[src/rtl/mc_ctrl.sv]
// mc_ctrl: multi-cycle control FSM for the RV32I lab CPU.
//
// Steps each instruction through INIT/IF/ID/EX/MEM/WB over the shared
// datapath. It drives the datapath mux selects and write strobes as
// combinational decodes of the current state and IR. An illegal opcode
// parks the FSM in HALT until reset.
//
// Ports:
//   clk, rstn            clock (rising edge), async active-low reset
//   ir                   current instruction register contents
//   br_taken             branch comparator result (sampled in EX)
//   imem_rdy, dmem_rdy   memory handshake completion
//   imem_req, dmem_req, dmem_we   memory requests
//   ir_we, pc_we, rf_we  datapath write strobes
//   pc_sel, wb_sel, alu_a_sel, alu_b_sel, alu_op   datapath selects
//   halted               illegal-opcode halt flag
//   instret              retired instruction count (wraps)
module mc_ctrl #(
    parameter int CNT_W = 32
) (
    input  logic             clk,
    input  logic             rstn,
    input  logic [31:0]      ir,
    input  logic             br_taken,
    input  logic             imem_rdy,
    input  logic             dmem_rdy,
    output logic             imem_req,
    output logic             dmem_req,
    output logic             dmem_we,
    output logic             ir_we,
    output logic             pc_we,
    output logic [1:0]       pc_sel,
    output logic             rf_we,
    output logic [1:0]       wb_sel,
    output logic [1:0]       alu_a_sel,
    output logic             alu_b_sel,
    output logic [3:0]       alu_op,
    output logic             halted,
    output logic [CNT_W-1:0] instret
);

    typedef enum logic [2:0] {
        S_INIT, S_IF, S_ID, S_EX, S_MEM, S_WB, S_HALT
    } state_t;

    localparam logic [6:0] OP_ALU    = 7'b0110011;
    localparam logic [6:0] OP_IMM    = 7'b0010011;
    localparam logic [6:0] OP_LUI    = 7'b0110111;
    localparam logic [6:0] OP_AUIPC  = 7'b0010111;
    localparam logic [6:0] OP_LOAD   = 7'b0000011;
    localparam logic [6:0] OP_STORE  = 7'b0100011;
    localparam logic [6:0] OP_BRANCH = 7'b1100011;
    localparam logic [6:0] OP_JAL    = 7'b1101111;
    localparam logic [6:0] OP_JALR   = 7'b1100111;

    localparam logic [3:0] ALU_ADD  = 4'd0;
    localparam logic [3:0] ALU_SUB  = 4'd1;
    localparam logic [3:0] ALU_AND  = 4'd2;
    localparam logic [3:0] ALU_OR   = 4'd3;
    localparam logic [3:0] ALU_XOR  = 4'd4;
    localparam logic [3:0] ALU_SLL  = 4'd5;
    localparam logic [3:0] ALU_SRL  = 4'd6;
    localparam logic [3:0] ALU_SRA  = 4'd7;
    localparam logic [3:0] ALU_SLT  = 4'd8;
    localparam logic [3:0] ALU_SLTU = 4'd9;

    state_t           state_q, state_d;
    logic [CNT_W-1:0] instret_q, instret_d;

    logic [6:0] opcode;
    logic [2:0] funct3;
    logic       f7b5;
    logic       ir_unused;

    logic       is_load, is_store, is_branch, is_jal, is_jalr, is_legal;
    logic [1:0] dec_a_sel;
    logic       dec_b_sel;
    logic [3:0] dec_alu_op;

    assign opcode = ir[6:0];
    assign funct3 = ir[14:12];
    assign f7b5   = ir[30];
    // Register and immediate fields belong to the datapath, not to control.
    assign ir_unused = ^{ir[31], ir[29:15], ir[11:7]};

    // funct3 -> ALU operation; f7[5] selects SUB/SRA variants.
    function automatic logic [3:0] f3_to_op(input logic [2:0] f3, input logic alt);
        logic [3:0] op;
        case (f3)
            3'b000:  op = alt ? ALU_SUB : ALU_ADD;
            3'b001:  op = ALU_SLL;
            3'b010:  op = ALU_SLT;
            3'b011:  op = ALU_SLTU;
            3'b100:  op = ALU_XOR;
            3'b101:  op = alt ? ALU_SRA : ALU_SRL;
            3'b110:  op = ALU_OR;
            default: op = ALU_AND;
        endcase
        return op;
    endfunction

    assign is_load   = (opcode == OP_LOAD);
    assign is_store  = (opcode == OP_STORE);
    assign is_branch = (opcode == OP_BRANCH);
    assign is_jal    = (opcode == OP_JAL);
    assign is_jalr   = (opcode == OP_JALR);

    always_comb begin
        dec_a_sel  = 2'd0;
        dec_b_sel  = 1'b0;
        dec_alu_op = ALU_ADD;
        is_legal   = 1'b1;
        case (opcode)
            OP_ALU:   dec_alu_op = f3_to_op(funct3, f7b5);
            OP_IMM: begin
                dec_b_sel = 1'b1;
                // bit 30 is immediate data for ADDI, so never treat it as SUB.
                dec_alu_op = (funct3 == 3'b000) ? ALU_ADD : f3_to_op(funct3, f7b5);
            end
            OP_LUI: begin
                dec_a_sel = 2'd2;
                dec_b_sel = 1'b1;
            end
            OP_AUIPC: begin
                dec_a_sel = 2'd1;
                dec_b_sel = 1'b1;
            end
            OP_LOAD, OP_STORE, OP_JALR: dec_b_sel = 1'b1;
            OP_BRANCH, OP_JAL: ;
            default: is_legal = 1'b0;
        endcase
    end

    always_comb begin
        state_d   = state_q;
        imem_req  = 1'b0;
        dmem_req  = 1'b0;
        dmem_we   = 1'b0;
        ir_we     = 1'b0;
        pc_we     = 1'b0;
        pc_sel    = 2'd0;
        rf_we     = 1'b0;
        wb_sel    = 2'd0;
        alu_a_sel = 2'd0;
        alu_b_sel = 1'b0;
        alu_op    = ALU_ADD;
        halted    = 1'b0;
        // The ALU result must stay stable until it is consumed in MEM/WB.
        if (state_q == S_EX || state_q == S_MEM || state_q == S_WB) begin
            alu_a_sel = dec_a_sel;
            alu_b_sel = dec_b_sel;
            alu_op    = dec_alu_op;
        end
        case (state_q)
            S_INIT: state_d = S_IF;
            S_IF: begin
                imem_req = 1'b1;
                if (imem_rdy) begin
                    ir_we   = 1'b1;
                    state_d = S_ID;
                end
            end
            S_ID: state_d = is_legal ? S_EX : S_HALT;
            S_EX: begin
                if (is_branch) begin
                    pc_we   = 1'b1;
                    pc_sel  = br_taken ? 2'd1 : 2'd0;
                    state_d = S_IF;
                end else if (is_load || is_store) begin
                    state_d = S_MEM;
                end else begin
                    state_d = S_WB;
                end
            end
            S_MEM: begin
                dmem_req = 1'b1;
                dmem_we  = is_store;
                if (dmem_rdy) begin
                    if (is_store) begin
                        pc_we   = 1'b1;
                        state_d = S_IF;
                    end else begin
                        state_d = S_WB;
                    end
                end
            end
            S_WB: begin
                rf_we   = 1'b1;
                pc_we   = 1'b1;
                wb_sel  = is_load ? 2'd1 : ((is_jal || is_jalr) ? 2'd2 : 2'd0);
                pc_sel  = is_jal ? 2'd1 : (is_jalr ? 2'd2 : 2'd0);
                state_d = S_IF;
            end
            S_HALT: halted = 1'b1;
            default: state_d = S_INIT;
        endcase
    end

    // Every PC update marks exactly one retired instruction.
    always_comb begin
        instret_d = instret_q;
        if (pc_we) instret_d = instret_q + CNT_W'(1);
    end

    always_ff @(posedge clk or negedge rstn) begin
        if (!rstn) begin
            state_q   <= S_INIT;
            instret_q <= '0;
        end else begin
            state_q   <= state_d;
            instret_q <= instret_d;
        end
    end

    assign instret = instret_q;

endmodule

[config.mk]
export PLATFORM = sky130hd
export DESIGN_NAME = mc_ctrl
export DESIGN_NICKNAME = d
export VERILOG_FILES = /design/src/rtl/mc_ctrl.sv
export SDC_FILE = /design/constraint.sdc
export NUM_CORES = 1
export LEC_CHECK = 0
export ABC_AREA = 1
export BUFFER_PORTS_ARGS = -buffer_cell sky130_fd_sc_hd__buf_2
export CORE_MARGIN = 2
export CORE_UTILIZATION = 46
export DETAILED_ROUTE_END_ITERATION = 7
export HOLD_SLACK_MARGIN = 0.1
export PLACE_DENSITY = 0.82
export SYNTH_ARGS = -nofsm -noshare
export SYNTH_HDL_FRONTEND = slang
export SYNTH_SLANG_ARGS = --single-unit
[constraint.sdc]
create_clock -name clk -period 1.5 [get_ports clk]
set_input_delay 0.15 -clock clk [delete_from_list [all_inputs] [get_ports clk]]
set_output_delay 0.15 -clock clk [all_outputs]
set_load 0.01 [all_outputs]
Word level (Yosys, flattened, before mapping)
Index checks and enable logic that the tools add are counted.
W data, S select, Z words.

operators by class
  $add $sub $neg = 1
  eq/ne operators = 23
  multiplexer cells = 38
  bitwise gates (word level) = 1
  reduce and logical (&&, ||, !) cells = 10

operators with widths
  operator                 number
  $add A32 B1 Y32 const B  1
  $pmux W4 S7              1
  $pmux W4 S6              1
  $eq A7 B6 Y1 const B     3
  $eq A7 B7 Y1 const B     3
  $eq A3 B3 Y1 const B     6
  $mux W1                  18
  $pmux W3 S6              1
  $mux W3                  5
  $eq A7 B5 Y1 const B     2
  $eq A3 B2 Y1 const B     4
  $mux W2                  6
  $reduce_or A9 Y1         1
  $mux W4                  2
  $pmux W2 S2              2
  $pmux W4 S2              1
  $eq A7 B2 Y1 const B     1
  $eq A3 B1 Y1 const B     2
  $logic_not A3 Y1         2
  $reduce_or A6 Y1         1
  $logic_or A1 B1 Y1       4
  $ne A2 B2 Y1 const B     2
  $pmux W1 S3              1
  $reduce_and A3 Y1        1
  2 further kinds          2

word-level totals
  flip-flop bits (word level) = 35
  input port bits = 37
  output and inout port bits = 50
  word-level logic and storage cells = 75

Longest topological paths before layout
  word-level depth = 5
  gate-level depth with buffers = 13
  depth with buffers taken out = 11

Worst setup path before layout
OpenSTA, ideal clock, no wires.

  path kind = register to register
  start point = register instret_q[0] (netlist: instret[0])
  end point = register instret_q[24] (netlist: instret[24])
  setup time = 0.117 ns
  arrival time = 1.529 ns
  required time = 1.383 ns
  setup slack = -0.146 ns
  cell stages (with the launch flop) = 11
  path buffers = 0
  cell sequence = dfrtp_1 > ha_1 > nand3_1 > nor2_1 > nand2_1 > inv_1 > nand2_1 > nor3_1 > nand2_1 > nand2_1 > nand2_1

on the way
  word-level cells in the longest chain between the ends = 1

RTL lines
  what                    RTL line  RTL
  from (decl)             68        logic [CNT_W-1:0] instret_q, instret_d;
  from (signal assigned)  211       instret_q <= instret_d;
  $add A32 B1 Y32         202       if (pc_we) instret_d = instret_q + CNT_W'(1);

No other way between the ends.
A chain may end at the register's enable or synchronous reset.

Worst setup path after layout
  start point = register state_q[0]
  end point = output alu_op[0]

on the way
  word-level cells in the longest chain between the ends = 4

RTL lines
  what                                          RTL line  RTL
  from (decl)                                   67        state_t state_q, state_d;
  from (signal assigned)                        210       state_q <= state_d;
  $eq A3 B2 Y1 or $eq A3 B3 Y1 (tied branches)  149       if (state_q == S_EX || state_q == S_MEM || state_q == S_WB) begin
  $logic_or A1 B1 Y1                            149
  $logic_or A1 B1 Y1 *                          149
  $mux W4 *                                     149
  to (decl)                                     37        output logic [3:0] alu_op,

Every way passes the cells marked *; elsewhere a longest branch is shown, timed or not.

==> metrics.log <==
INFO  metric status = finished with violations
INFO  metric failed_checks = negative setup slack
INFO  metric period_needed = 1.77 ns
INFO  metric postSynthCellCount = 380
INFO  metric worstPathArrival = 1.62 ns
INFO  metric synth.area.mux_share = 0%
INFO  metric yosys_register_bits = 35
INFO  metric critical_path.n_buffers_inverters = 2
INFO  metric grt_antenna_before_repair = 0
INFO  metric vdd_drop_max = 932 uV
INFO  metric insertion_delay = 0.29 ns
INFO  metric via_per_inst = 5.77
INFO  metric grt_first_pass_wirelength = 13.2 mm
INFO  metric dieArea = 0.00601 sq mm
INFO  metric clock_tree.htree_level_count = 2
INFO  metric post_synth.cell_area_avg = 6.55 sq um
INFO  metric synth_cell_type_count = 30
INFO  metric critical-path-top-delay-family = simple AND/OR/NAND/NOR gates
INFO  metric row_count = 26
INFO  metric detail_route.drc_violations = 0
INFO  metric port_buffers = 65
INFO  metric post_synth_xor_area_fraction = 7.70%
INFO  metric post_synthesis_compound_gate_area_fraction = 6.49%
INFO  metric timing.setup.tns = -6.51 ns
INFO  metric synth-seq-area-share = 35.2%
INFO  metric final_setup_margin = -0.271 ns
INFO  metric hpwlAfterDp = 5.35 mm
INFO  metric setup.worst_path.start_class = flop
INFO  metric fraction_of_layout_cells_with_a_size_suffix_above_1 = 51.7%
INFO  metric finalHoldViolCount = 0
INFO  metric clock-skew-final = 0.00343 ns
INFO  metric clock_sinks = 35
INFO  metric first_pass_iters = 8
INFO  metric worst_slew_margin_rel = 69.4%
INFO  metric antenna-diode-count = 0
INFO  metric instances_no_fill = 583
INFO  metric grt_max_degree = 20
INFO  metric worst-r2r-cell-count = 8
INFO  metric timing.max_cap.violations = 0
INFO  metric timing_worst_setup_path_type = reg2out
INFO  metric vias_in_the_first_global_route = 2903
INFO  metric max_fclk = 0.565 GHz
INFO  metric synth.yosys.warnings = 0
INFO  metric grt_setup_unrepaired = true
INFO  metric dr_total_vias = 3362
INFO  metric p_leak = 0.00222 uW
INFO  metric remaining_overflow_grt = 0
INFO  metric post_synth_fa_ha_maj_area_fraction = 0.503%
INFO  metric synth_area = 0.00249 sq mm
INFO  metric ios = 87
INFO  metric cts_clk_pin_slew_worst_paths = 0.07 ns
INFO  metric die_height = 77.5 um
INFO  metric min-delay-path-class = in2reg
INFO  metric cts_buffer_depth = 2
INFO  metric register_to_register_setup_slack = -0.24 ns
INFO  metric fraction_of_the_mapped_netlist_area_in_simple_logic_gates = 38.8%
INFO  metric cts_tree = yes
INFO  metric drt_first_iter_violations = 360
INFO  metric grt_util_all_layers = 27.4%
INFO  metric cts_buffers = 5
INFO  metric maxSlewViolCount = 0
INFO  metric place_area = 0.00318 sq mm
INFO  metric finalWeightedCongestion = 0.982
INFO  metric setup_viol = 45
INFO  metric initial_cell_density_of_the_core = 48.1%
INFO  metric timing.critical_path.slowest_cell_delay = 0.37 ns
INFO  metric area_delta_synth_final = 70.8%
INFO  metric period_share = 118%
INFO  metric final_nets = 550
INFO  metric whs = 0.135 ns
INFO  metric worstPathCellList = inv_2, nor3_4, a21oi_4, or2_1, a211oi_2, buf_2
INFO  metric placed_cells = 547
INFO  metric critical_path_depth = 6
INFO  metric critical_path_peak_fanout = 4
INFO  metric cts-root-buf = sky130_fd_sc_hd__clkbuf_8
INFO  metric worst_pin_slew = 0.460 ns
INFO  metric synthesis.nets = 418
INFO  metric worst_hold_path.num_cells = 4
INFO  metric post_drt_antenna_nets = 0
INFO  metric worst_ep_required_time = 1.35 ns
INFO  metric core_area = 0.00517 sq mm
INFO  metric critical_path_endpoint_category = output port
INFO  metric drt-total-wl = 11.2 mm
INFO  metric synth_top_family_by_area = simple AND/OR/NAND/NOR gates
INFO  metric horizontal_die_dimension = 77.5 um
INFO  metric post_drt_wl_per_cell = 19.3 um
INFO  metric design_area = 0.00425 sq mm
INFO  metric critical_path.slowest_cell = sky130_fd_sc_hd__dfrtp_1
INFO  metric power.density = 1050 mW/mm^2
==> metal layers <==
| layer | up-vias | track usage, % | share of wire, % |
|---|---|---|---|
| li1 | 1447 | - | - |
| met5 | - | 0 | 0 |
| met3 | 82 | 4.77 | 8.5 |
| met4 | 0 | 10.0 | 6.8 |
| met1 | 1569 | 31.6 | 34 |
| met2 | 264 | 50.5 | 51 |
==> final cells by class <==
cell class,count,area [sq um]
timing repair buffer,130,1040
multi-input combinational,279,1920
sequential,35,887
clock buffer,7,76.3
clock inverter,1,5.00
inverter,61,236
tap,70,87.6
fill,253,925
==> placed cells by master (no fill, tap or decap), types with 13 or more instances in the layout <==
cell,instances
sky130_fd_sc_hd__nand2_4,16
sky130_fd_sc_hd__nand2_1,83
sky130_fd_sc_hd__dfrtp_1,26
sky130_fd_sc_hd__nor2_1,24
sky130_fd_sc_hd__nand3_1,14
sky130_fd_sc_hd__inv_1,48
sky130_fd_sc_hd__nor2_4,13
sky130_fd_sc_hd__buf_4,42
sky130_fd_sc_hd__nand2_2,26
sky130_fd_sc_hd__buf_2,63
==> sequential cells by signal (all words and copies together) (netlist names) <==
name / cells
instret: 32
state_q: 3
==> synthesized netlist by cell type, drive strengths merged <==
library cell / number / area (sq um)
nor4: 1 / 6.26
nor2: 47 / 179
ha: 1 / 12.5
a21o: 1 / 7.51
nand3: 20 / 100
a2111oi: 1 / 8.76
inv: 61 / 229
a31oi: 2 / 12.5
nand3b: 3 / 22.5
nand4: 7 / 43.8
xnor2: 8 / 70.1
nor3: 22 / 121
nor3b: 1 / 7.51
nand2: 125 / 472
dfrtp: 35 / 876
or2: 2 / 12.5
buf: 5 / 52.5
o21ai: 14 / 70.1
a211oi: 3 / 22.5
xor2: 13 / 121
a21oi: 8 / 40.0
==> worst register-to-register path: cells and delay by family (launching register included) <==
kind / cells / cell delay, ns
XOR/XNOR: 1 / 0.20
AND/OR/NAND/NOR: 4 / 0.65
buffers and inverters: 2 / 0.33
AO/OA/AOI/OAI: 1 / 0.07
flip-flops: 1 / 0.42
==> repair_timing <==
item,in CTS,in global routing
cloned,4,1
endpoints found under the setup margin,45,48
hold endpoints to repair,16,0
resized for setup,52,148
hold buffers,1,0
pin swaps,10,36
setup buffers,9,17
==> worst paths after layout <==
| kind | from | end |
|---|---|---|
| worst max-delay path | state_q[0] | alu_op[0] |
| worst min-delay path | imem_rdy | state_q[0] |
| worst max register to register | instret[9] | instret[12] |
| worst min register to register | instret[10] | instret[10] |
| max in group asynchronous | rstn | instret[0] |
| min in group asynchronous | rstn | instret[14] |
==> per-stage QoR <==
step	utilization (%)	setup WS (ns)	power [uW]
finish	82.1	-0.271	4470
global route	82.1	-0.328	4660
CTS	70.2	-0.240	3770
detailed placement	61.4	-0.162	2540
global placement	61.4	-0.0989	2480
floorplan	-	-0.0467	1940
==> kinds of logic after synthesis <==
family / Yosys count
adder cells (fa/ha/maj): 1
XOR/XNOR: 21
buffers and inverters: 66
AND/OR/NAND/NOR: 228
flip-flops: 35
AO/OA/AOI/OAI: 29
==> where the power goes <==
part,switching [uW],leakage [uW],internal [uW],total [uW]
combinational,1360,0.00175,1270,2620
sequential,102,0.000424,1050,1160
clock,363,0.0000422,326,689
Power figures use the tool's default switching activity.
